**config.mk**
```make
export PLATFORM = sky130hd
export DESIGN_NAME = mem_access_unit
export DESIGN_NICKNAME = d
export VERILOG_FILES = /design/src/rtl/mem_access_pkg.sv /design/src/rtl/load_align.sv /design/src/rtl/mem_access_unit.sv
export SDC_FILE = /design/constraint.sdc
export NUM_CORES = 1
export LEC_CHECK = 0
export CAP_MARGIN = 0
export CORE_ASPECT_RATIO = 0.8
export CORE_MARGIN = 10
export CORE_UTILIZATION = 40
export DETAILED_ROUTE_END_ITERATION = 10
export DONT_BUFFER_PORTS = 1
export MAX_ROUTING_LAYER = met4
export PLACE_DENSITY_LB_ADDON = 0.25
export SLEW_MARGIN = 0
export SYNTH_ARGS = -nofsm -noshare
export SYNTH_HDL_FRONTEND = slang
export SYNTH_HIERARCHICAL = 1
export SYNTH_SLANG_ARGS = --single-unit
```
**constraint.sdc**
```tcl
create_clock -name clk_i -period 5 [get_ports clk_i]
set_clock_uncertainty 0.05 [all_clocks]
set_input_delay 1 -clock clk_i [delete_from_list [all_inputs] [get_ports clk_i]]
set_output_delay 1 -clock clk_i [all_outputs]
set_load 0.1 [all_outputs]
```
**src/rtl/mem_access_pkg.sv**
```systemverilog
`default_nettype none
// ============================================================================
// Module      : mem_access_pkg
// Description : Shared types and constants for the MEM-stage access unit.
// Revision    : 1.0 - initial release
// ============================================================================
package mem_access_pkg;

    typedef enum logic [1:0] {
        IDLE = 2'd0,
        BUSY = 2'd1,
        DONE = 2'd2
    } state_t;

    typedef enum logic [1:0] {
        SZ_B = 2'd0,
        SZ_H = 2'd1,
        SZ_W = 2'd2
    } size_t;

    localparam logic [2:0] F3_B  = 3'b000;
    localparam logic [2:0] F3_H  = 3'b001;
    localparam logic [2:0] F3_W  = 3'b010;
    localparam logic [2:0] F3_BU = 3'b100;
    localparam logic [2:0] F3_HU = 3'b101;

    localparam logic [3:0] c_BE_B = 4'b0001;
    localparam logic [3:0] c_BE_H = 4'b0011;
    localparam logic [3:0] c_BE_W = 4'b1111;

    // Any funct3 outside the five defined encodings behaves as a word access.
    function automatic size_t size_of(input logic [2:0] f3);
        case (f3)
            F3_B, F3_BU: size_of = SZ_B;
            F3_H, F3_HU: size_of = SZ_H;
            default:     size_of = SZ_W;
        endcase
    endfunction

endpackage
`default_nettype wire

```
**src/rtl/load_align.sv**
```systemverilog
`default_nettype none
// ============================================================================
// Module      : load_align
// Description : Selects the addressed byte/half of a read word and extends it.
// Revision    : 1.0 - initial release
// ============================================================================
module load_align
    import mem_access_pkg::*;
(
    input  logic [31:0] i_rdata,
    input  logic [1:0]  i_offset,
    input  logic [2:0]  i_funct3,
    output logic [31:0] o_result
);

    logic [7:0]  w_byte;
    logic [15:0] w_half;

    assign w_byte = i_rdata[{i_offset, 3'b000} +: 8];
    assign w_half = i_offset[1] ? i_rdata[31:16] : i_rdata[15:0];

    always_comb begin
        o_result = i_rdata;
        case (i_funct3)
            F3_B:    o_result = {{24{w_byte[7]}}, w_byte};
            F3_BU:   o_result = {24'd0, w_byte};
            F3_H:    o_result = {{16{w_half[15]}}, w_half};
            F3_HU:   o_result = {16'd0, w_half};
            default: o_result = i_rdata;
        endcase
    end

endmodule
`default_nettype wire

```
**src/rtl/mem_access_unit.sv**
```systemverilog
`default_nettype none
// ============================================================================
// Module      : mem_access_unit
// Description : MEM-stage controller running a req/ack data-memory handshake.
// Revision    : 1.0 - initial release
// ============================================================================
module mem_access_unit
    import mem_access_pkg::*;
#(
    parameter int ADDR_W = 32
) (
    input  logic              clk_i,
    input  logic              rst_i,
    input  logic [4:0]        RDaddr_i,
    input  logic [31:0]       ALUresult_i,
    input  logic [31:0]       RS2data_i,
    input  logic [2:0]        funct3_i,
    input  logic              MemRead_i,
    input  logic              MemWrite_i,
    input  logic              MemtoReg_i,
    input  logic              RegWrite_i,
    output logic [4:0]        RDaddr_o,
    output logic [31:0]       ALUresult_o,
    output logic [31:0]       MEMdata_o,
    output logic              MemtoReg_o,
    output logic              RegWrite_o,
    output logic              stall_o,
    output logic              misalign_o,
    output logic              dmem_req_o,
    output logic              dmem_we_o,
    output logic [ADDR_W-1:0] dmem_addr_o,
    output logic [3:0]        dmem_be_o,
    output logic [31:0]       dmem_wdata_o,
    input  logic [31:0]       dmem_rdata_i,
    input  logic              dmem_ack_i
);

    state_t      r_state;
    state_t      w_next;
    logic        r_req;
    logic        r_misalign;
    logic [31:0] r_rdata;

    logic        w_memop;
    logic        w_load;
    logic        w_misaligned;
    logic        w_issue;
    logic        w_stall;
    logic [1:0]  w_offset;
    size_t       w_size;
    logic [31:0] w_loaded;

    assign w_memop      = MemRead_i | MemWrite_i;
    assign w_load       = MemRead_i & ~MemWrite_i;
    assign w_offset     = ALUresult_i[1:0];
    assign w_size       = size_of(funct3_i);
    assign w_misaligned = ((w_size == SZ_H) && w_offset[0]) ||
                          ((w_size == SZ_W) && (w_offset != 2'b00));
    assign w_issue      = (r_state == IDLE) && w_memop && !w_misaligned;

    always_ff @(posedge clk_i or posedge rst_i) begin
        if (rst_i) begin
            r_state <= IDLE;
        end else begin
            r_state <= w_next;
        end
    end

    always_comb begin
        w_next = r_state;
        case (r_state)
            IDLE:    if (w_issue) w_next = BUSY;
            BUSY:    if (dmem_ack_i) w_next = DONE;
            DONE:    w_next = IDLE;
            default: w_next = IDLE;
        endcase
    end

    always_ff @(posedge clk_i or posedge rst_i) begin
        if (rst_i) begin
            r_req      <= 1'b0;
            r_rdata    <= 32'd0;
            r_misalign <= 1'b0;
        end else begin
            r_misalign <= (r_state == IDLE) && w_memop && w_misaligned;
            if (w_issue) begin
                r_req <= 1'b1;
            end else if ((r_state == BUSY) && dmem_ack_i) begin
                r_req   <= 1'b0;
                r_rdata <= dmem_rdata_i;
            end
        end
    end

    load_align u_load_align (
        .i_rdata  (r_rdata),
        .i_offset (w_offset),
        .i_funct3 (funct3_i),
        .o_result (w_loaded)
    );

    always_comb begin
        RDaddr_o    = RDaddr_i;
        ALUresult_o = ALUresult_i;
        MemtoReg_o  = MemtoReg_i;
        RegWrite_o  = RegWrite_i;
        MEMdata_o   = 32'd0;
        w_stall     = 1'b0;
        case (r_state)
            IDLE: begin
                if (w_memop) begin
                    RDaddr_o   = 5'd0;
                    MemtoReg_o = 1'b0;
                    RegWrite_o = 1'b0;
                    w_stall    = !w_misaligned;
                end
            end
            BUSY: begin
                RDaddr_o   = 5'd0;
                MemtoReg_o = 1'b0;
                RegWrite_o = 1'b0;
                w_stall    = 1'b1;
            end
            DONE: begin
                MEMdata_o = w_load ? w_loaded : 32'd0;
            end
            default: ;
        endcase
    end

    // The upstream pipeline is being reset as well, so it must not be held frozen.
    assign stall_o    = w_stall & ~rst_i;
    assign misalign_o = r_misalign;
    assign dmem_req_o = r_req;

    assign dmem_we_o   = MemWrite_i;
    assign dmem_addr_o = {ALUresult_i[ADDR_W-1:2], 2'b00};

    always_comb begin
        dmem_be_o    = c_BE_W;
        dmem_wdata_o = RS2data_i;
        if (MemWrite_i) begin
            case (w_size)
                SZ_B: begin
                    dmem_be_o    = c_BE_B << w_offset;
                    dmem_wdata_o = {4{RS2data_i[7:0]}};
                end
                SZ_H: begin
                    dmem_be_o    = c_BE_H << w_offset;
                    dmem_wdata_o = {2{RS2data_i[15:0]}};
                end
                default: begin
                    dmem_be_o    = c_BE_W;
                    dmem_wdata_o = RS2data_i;
                end
            endcase
        end
    end

endmodule
`default_nettype wire

```
==> results.txt, run 1 <==
Outcome - finished clean
Leak - 1.734 nW
Critical Path Start - ALUresult_i[0]
FF+latch count, synth - 36
Mean Syn Cell Area - 9.617 um2
DR pass1 iterations - 4
Top-count cell post-synth - buf_4
Switching Share - 43.73%
Period minus WS final - 3.724 ns
Worst vdd ir - 0.2172 mV
Met1 GRT Util - 16.70%
Dpl ws - 1.317 ns
Initial Util - 41.73%
Core area - 8596 um2
Ys async rst share - 100.0%
Initial antenna violation count - 0
Hold WC Path Type - flip-flop to flip-flop
Synth area leader - dfrtp_1
GRT overflow - 0
CP Capture Type - primary output
Cell Rows - 30
Post-Synthesis Cell Area - 3587 um2
Final slew viol count - 0
Total GRT Usage - 16.24%
Clock buffer count from CTS - 5
Largest net degree at the start of global routing - 37
Most used routing layer - met2
Post CTS Setup Buffer Count - 0
Post-synth top cells - buf_4, nand2_1, dfrtp_1
Placed inst area - 3501 um2
Psw - 752.3 uW
Worst-Margin Slew - 1.152 ns
Die Ht - 104.7 um
Final worst slack - 1.276 ns
H-tree depth - 2
Clock latency at the later pin of the worst-skew pair - 0.28 ns
Critical Path RT - 3.95 ns
Gpl congestion - 0.8911
Area delta synth->final - 0.6975%
Worst r2r path cells - 2
Met3 Usage GRT - 6.364%
Worst setup SP type - primary input
DRT iter0 DRCs - 107
Synthesis Warnings - 6
Max_cap viols - 0
RSZ-0062 raised after global routing - false
Vias in the first global route - 2,697
Via count - 2,504
Clock network power share - 15.3%
Final setup fails - 0
Post-layout util - 42.02%
Achievable Freq - 268.5 MHz
Register area share after synthesis - 25.11%
CP peak stage delay - 0.69 ns
Worst r2r src - r_state[1]$_DFFE_PP0P_
Port bufs - 0
Critical path's slowest cell - a22oi_4
Most area-consuming cells after synthesis - dfrtp_1, buf_4, mux2_4
Hold_buf cts - 0
CTS tree - done
DRC viols - 0
Flop pwr share - 36.0%
Critical path cell sequence - mux2_2, a22oi_4, o221ai_1, and2_1, buf_4
Die area - 13,180 um2
Comb power frac - 48.7%
Final hold vios - 0
Syn Inst Count - 373
I/O pin count - 254
Final setup TNS - 0 ns
Fin crit share - 74.48%
Post-route cell area - 3612 um2
Commonest register cell after synthesis - dfrtp_1
Critical Path AT - 2.67 ns
CTS max path bufs - 2
Final antenna-violating net count - 0
Grt met2 use - 28.41%
Hpwl dp - 8856 um
Unique cell type count in the Yosys netlist - 38
Critical path peak fanout - 24
Setup CP Type - primary input to primary output
Hold_sp - r_rdata[1]$_DFFE_PP0P_
Number of synthesized flops with an enable pin - 0
Share of cells above drive strength 1 - 42.94%
Drt via density - 5.540
Final wirelength - 11,290 um
Resize count post-CTS - 0
CTS Root Cell - clkbuf_8
Top cell type's share of synthesized area - 25.11%
Worst-path clk slew - 0.08 ns
Hold path depth - 1
First-pass GRT wire length - 16,750 um
P per Cell Area - 476.3 nW/um2
Max_slew headroom - 23.21%
Internal power - 968.2 uW
DR WL/cell - 24.97 um
# diodes - 0
# nets final - 450
Die X - 125.9 um
Clock sink count - 36
## area by class of cell
cell class	instances	area, um2
multi-input combinational	238	2047
clock buffer	5	68.82
clock inverter	3	42.54
fill	843	4984
tap	112	140.1
inverter	6	22.52
sequential	36	900.9
timing repair buffer	52	390.4
## registers in the layout (all words and copies together) (netlist names)
signal      cells
r_rdata        32
dmem_req_o      1
misalign_o      1
r_state         2
## routing by layer
metal / part of all wire [%] / wire, um / vias up
met5: 0 / 0 / -
met4: 1.7 / 188 / 0
met3: 9.5 / 1070 / 21
met2: 52 / 5857 / 133
met1: 37 / 4168 / 1200
li1: - / - / 1150
## cell usage in the layout (no fill, tap or decap), types with 3 or more instances in the layout
master     netlist  final
mux2i_1         14     14
buf_4           77     52
nor2b_1         18     11
nor2_1           7      7
o21ai_2          1     12
nor2b_2          0      7
a221o_1          6      6
o221ai_1         5      5
inv_1            5      5
mux2_2          16     16
and2_1          32     32
dfrtp_1         36     36
a21oi_1          9      9
nand2_1         42     42
a2bb2oi_1        6      6
mux2_4          29     29
o21a_1           3      3
o21ai_0         14      3
a2bb2oi_2       14     14
clkbuf_8         0      5
## final timing paths
check / end / slack, ns
hold reg to reg: r_rdata[1]$_DFFE_PP0P_ / 0.48
max in group asynchronous: r_rdata[16]$_DFFE_PP0P_ / 3.91
hold / removal: r_rdata[1]$_DFFE_PP0P_ / 0.48
setup reg to reg: r_rdata[26]$_DFFE_PP0P_ / 3.22
min in group asynchronous: r_rdata[5]$_DFFE_PP0P_ / 0.66
setup / recovery: MEMdata_o[9] / 1.28
## worst max-delay path, delay by kind of cell
family                 cells  cell delay [ns]
AOI/OAI and AO/OA          2             0.89
buffers and inverters      1             0.23
muxes                      1             0.34
and+or+nand+nor            1             0.19
## power groups by stage
stage | Clock [mW] | Sequential [mW] | Combinational, mW
floorplan | 0 | 0.570 | 1.02
detailed placement | 0 | 0.625 | 0.841
CTS | 0.266 | 0.623 | 0.842
global route | 0.281 | 0.644 | 0.884
global placement | 0 | 0.623 | 0.830
finish | 0.263 | 0.620 | 0.838
## through the flow
step	hold WS (ns)	std cells	power, mW
2_1_floorplan	0.4319	374	1.592
3_3_place_gp	0.4591	444	1.453
3_5_place_dp	0.4565	444	1.466
4_1_cts	0.4766	452	1.731
5_1_grt	0.4888	452	1.808
6_report	0.4774	452	1.720
## cells by family (layout without fill, tap and decap cells)
family	Yosys count	count (layout)	share of synthesized area, %
multiplexers	59	59	21.07
flip-flops	36	36	25.11
other	1	2	0.1045
AND/OR/NAND/NOR	111	111	17.06
buffers and inverters	100	66	19.92
AO/OA/AOI/OAI	66	66	16.74
No activity file was read; power rests on OpenSTA's default activity.
==> run 2: changes to the inputs <==
==> constraint.sdc (replaced) <==
create_clock -name clk_i -period 3.15 [get_ports clk_i]
set_clock_uncertainty 0.05 [all_clocks]
set_input_delay 0.63 -clock clk_i [delete_from_list [all_inputs] [get_ports clk_i]]
set_output_delay 0.63 -clock clk_i [all_outputs]
set_load 0.1 [all_outputs]
==> results.txt, run 2 (synthesis gave the netlist of run 1 again) <==
Initial antenna violation count - 1
Clock sink count - 36
Critical Path AT - 2.05 ns
Gpl congestion - 0.7657
Critical path's slowest cell - dfrtp_1
Area delta synth->final - 17.37%
Clock latency at the later pin of the worst-skew pair - 0.29 ns
Max_slew headroom - 37.24%
Critical path cell sequence - mux2_4, a22oi_4, buf_12, a2bb2oi_2, and2_1, buf_12
Comb power frac - 49.9%
I/O pin count - 254
Final slew viol count - 0
Most common cell after layout, fill and taps aside - nand2_1
Die area - 13,180 um2
Achievable Freq - 366.4 MHz
Largest registers - r_rdata x32, r_state x2
Total power - 2.811 mW
# nets final - 466
Die Ht - 104.7 um
Hold WC Path Type - primary input to async pin
Largest register FFs - 32
Met3 wire length - 1128 um
Psw - 1.205 mW
Hpwl dp - 8547 um
Die X - 125.9 um
DRC viols - 0
Final setup fails - 0
Worst vdd ir - 0.2724 mV
Leak - 1.929 nW
CTS tree - done
CTS max path bufs - 2
P per Cell Area - 667.7 nW/um2
DRT iter0 DRCs - 97
DR top layer - met4
Hold_buf cts - 0
CP peak stage delay - 0.43 ns
Final antenna-violating net count - 0
Fin crit share - 86.65%
Core area - 8596 um2
Worst setup SP type - flip-flop
Total GRT Usage - 16.04%
Critical Path RT - 2.47 ns
Post CTS Setup Buffer Count - 0
Final setup TNS - 0 ns
Initial Util - 41.73%
Most frequent cells in the layout - nand2_1, buf_12, dfrtp_1, and2_1, buf_4
Non-Filler Instances - 469
Clock buffer count from CTS - 5
# fillers - 758
Vias in the first global route - 2,741
Critical path peak fanout - 13
CP Capture Type - primary output
DR WL/cell - 23.29 um
CTS Root Cell - clkbuf_8
Internal power - 1.606 mW
Share of cells above drive strength 1 - 45.51%
H-tree depth - 2
First-pass GRT wire length - 16,750 um
Cell Rows - 30
Port bufs - 0
GRT overflow - 0
Dpl cells - 460
Setup CP Type - flip-flop to primary output
Clock network power share - 14.9%
Max_cap viols - 0
Outcome - finished clean
Flop pwr share - 35.2%
Post-layout util - 48.98%
Most flops, register - r_rdata
RSZ-0062 raised after global routing - false
Period minus WS final - 2.729 ns
Worst-Margin Slew - 0.9421 ns
DR pass1 iterations - 4
Drt via density - 5.482
Resize count post-CTS - 0
Switching Share - 42.88%
WL met1 - 4343 um
Worst-path clk slew - 0.08 ns
Final hold vios - 0
Most common cell on crit path - buf_12
Routed met2 length - 5273 um
Via count - 2,571
Largest net degree at the start of global routing - 37
Final wirelength - 10,920 um
[run 2: cell types whose count changed in the layout (fill, tap and decap cells not counted), sizes merged]
cell,previous run,this run
buf,52,68
diode,0,1
[run 2: worst paths after layout]
path	slack (ns)	cells after the start	to	startpoint
min in group clk_i	0.36	1	r_state[0]$_DFFE_PP0P_	dmem_ack_i
worst max register to register	1.35	2	r_rdata[3]$_DFFE_PP0P_	r_state[1]$_DFFE_PP0P_
worst min-delay path	0.29	2	r_state[0]$_DFFE_PP0P_	rst_i
worst min register to register	0.48	1	r_rdata[1]$_DFFE_PP0P_	r_rdata[1]$_DFFE_PP0P_
max in group asynchronous	2.40	2	r_rdata[23]$_DFFE_PP0P_	rst_i
worst max-delay path	0.42	6	MEMdata_o[22]	r_rdata[23]$_DFFE_PP0P_
[run 2: layout make-up]
class,count,area [um2],share of cell area [%]
clock buffers,5,68.82,1.634
multi-input cells,238,2047,48.62
diodes,1,2.502,0.05944
clock inverters,3,42.54,1.010
well taps,112,140.1,3.328
flip-flops and latches,36,900.9,21.40
inverters,6,22.52,0.5349
repair buffers,68,985.9,23.42
[run 2: worst max-delay path, delay by kind of cell, from the launching register on]
family | cells | cell delay [ns]
AOI/OAI and AO/OA | 2 | 0.45
buffers and inverters | 2 | 0.39
muxes | 1 | 0.31
DFF | 1 | 0.43
and+or+nand+nor | 1 | 0.17
[run 2: through the flow]
| step | hold WS [ns] | area [um2] | setup slack (ns) |
|---|---|---|---|
| floorplan | 0.4319 | 3596 | -0.7401 |
| global placement | 0.4518 | 4096 | 0.5551 |
| detailed placement | 0.4604 | 4096 | 0.5139 |
| CTS | 0.3070 | 4208 | 0.4109 |
| global route | 0.3234 | 4210 | 0.3467 |
| finish | 0.2916 | 4210 | 0.4205 |
[run 2: power by group through the flow]
stage | combinational (mW) | clock [mW] | sequential [mW]
after global routing | 1.47 | 0.451 | 1.03
after detailed placement | 1.40 | 0 | 1.00
after CTS | 1.41 | 0.432 | 0.995
after floorplan | 1.62 | 0 | 0.905
after global placement | 1.38 | 0 | 0.996
final | 1.40 | 0.418 | 0.990
[run 2: layer usage]
layer,vias up,track usage [%]
li1,1185,-
met1,1237,18.55
met5,-,-
met4,0,4.140
met3,32,7.121
met2,117,24.85
==> run 3: changes to the inputs <==
--- a/config.mk
+++ b/config.mk
@@ -5,7 +5,6 @@
 export SDC_FILE = /design/constraint.sdc
 export NUM_CORES = 1
 export LEC_CHECK = 0
-export CAP_MARGIN = 0
 export CORE_ASPECT_RATIO = 0.8
 export CORE_MARGIN = 10
 export CORE_UTILIZATION = 40
==> constraint.sdc (replaced) <==
create_clock -name clk_i -period 2.7 [get_ports clk_i]
set_clock_uncertainty 0.05 [all_clocks]
set_input_delay 0.54 -clock clk_i [delete_from_list [all_inputs] [get_ports clk_i]]
set_output_delay 0.54 -clock clk_i [all_outputs]
set_load 0.1 [all_outputs]
==> results.txt, run 3 (synthesis gave the netlist of run 1 again) <==
Die Ht - 104.7 um
Max_slew headroom - 37.53%
Leak - 2.077 nW
Final worst slack - 0.1900 ns
Die X - 125.9 um
Most frequent cells in the layout - buf_12, nand2_1, dfrtp_1, mux2_4, and2_2
Largest registers - r_rdata x32, r_state x2
Worst vdd ir - 0.5439 mV
Final setup TNS - 0 ns
Period minus WS final - 2.510 ns
Final slew viol count - 0
Outcome - finished clean
CTS Root Cell - clkbuf_8
Vias in the first global route - 2,614
Worst-path clk slew - 0.08 ns
Critical Path AT - 1.92 ns
CTS max path bufs - 2
DR WL/cell - 23.77 um
Dpl cells - 468
# nets final - 474
Hold_buf cts - 0
Final setup fails - 0
Cell Rows - 30
Worst reg-to-reg setup slack - 0.93 ns
Largest net degree at the start of global routing - 37
Post-route cell area - 4544 um2
GRT overflow - 0
Dpl ws - 0.3533 ns
H-tree depth - 2
CTS tree - done
Core area - 8596 um2
Setup CP Type - flip-flop to primary output
Critical path cell sequence - mux2_4, a22oi_4, buf_12, o221ai_1, and2_1, buf_12
Non-Filler Instances - 476
CP peak stage delay - 0.45 ns
Worst path buffer plus inverter count - 2
Final antenna-violating net count - 0
Critical Path RT - 2.11 ns
Clock sink count - 36
I/O pin count - 254
Final hold vios - 0
DRC viols - 0
Drt via density - 5.403
Gpl congestion - 0.7911
CP Capture Type - primary output
# diodes - 0
Port bufs - 0
P per Cell Area - 745.5 nW/um2
Critical path peak fanout - 24
Area delta synth->final - 26.68%
Resize count post-CTS - 0
CP top delay family - flip-flops
Clock latency at the later pin of the worst-skew pair - 0.29 ns
Placed inst area - 4437 um2
Post CTS Setup Buffer Count - 0
Fin crit share - 92.96%
Max_cap viols - 0
Hpwl dp - 9112 um
First-pass GRT wire length - 17,160 um
Via count - 2,572
Worst r2r path cells - 2
Most common cell on crit path - buf_12
RSZ-0062 raised after global routing - false
Worst path depth - 6
Total GRT Usage - 16.74%
Most flops, register - r_rdata
DR pass1 iterations - 4
DRT iter0 DRCs - 142
Final wirelength - 11,310 um
Hold WC Path Type - primary input to async pin
Share of cells above drive strength 1 - 53.02%
Clock buffer count from CTS - 5
Initial Util - 41.73%
Worst-Margin Slew - 0.9371 ns
Most common cell after layout, fill and taps aside - buf_12
Initial antenna violation count - 0
Largest register FFs - 32
Worst setup SP type - flip-flop
Achievable Freq - 398.4 MHz
Critical path's slowest cell - dfrtp_1
Die area - 13,180 um2
[run 3: cell count changes in the layout (fill, tap and decap cells not counted)]
cell and change:
diode_2 -1, buf_12 +20, clkinvlp_4 -1, clkbuf_1 +1, buf_4 -12, and2_1 -24
and2_2 +24
[run 3: final cells by class]
class                      instances  area (um2)
fill                             741        4051
multi-input combinational        238        2077
timing repair buffer              76        1296
sequential                        36       900.9
tap                              112       140.1
clock buffer                       6       72.57
clock inverter                     2       35.03
inverter                           6       22.52
[run 3: report_power, final]
part | switching, mW | leakage [nW] | internal [mW] | total, mW
clock network | 0.196 | 0.0552 | 0.274 | 0.470
registers | 0.379 | 0.426 | 0.798 | 1.18
logic | 0.867 | 1.60 | 0.874 | 1.74
[run 3: final timing paths]
check                                              from                       to
worst min-delay path                              rst_i     misalign_o$_DFF_PP0_
min in group clk_i                           dmem_ack_i   r_state[0]$_DFFE_PP0P_
worst min register to register   r_rdata[5]$_DFFE_PP0P_   r_rdata[5]$_DFFE_PP0P_
max in group asynchronous                         rst_i  r_rdata[31]$_DFFE_PP0P_
worst max-delay path            r_rdata[31]$_DFFE_PP0P_            MEMdata_o[13]
worst max register to register   r_state[1]$_DFFE_PP0P_  r_rdata[24]$_DFFE_PP0P_
[run 3: stage by stage]
stage	hold slack, ns	total power [mW]	util [%]
final	0.1872	3.388	52.87
after global routing	0.2239	3.561	52.87
after CTS	0.2023	3.415	52.87
after detailed placement	0.4478	2.930	51.62
after global placement	0.4549	2.899	51.62
after floorplan	0.4319	2.969	-
[run 3: metal layers]
metal / wire length, um / track usage [%]
met1: 4403 / 19.79
met2: 5602 / 26.26
met3: 1015 / 5.000
met4: 293 / 6.331
met5: 0 / -
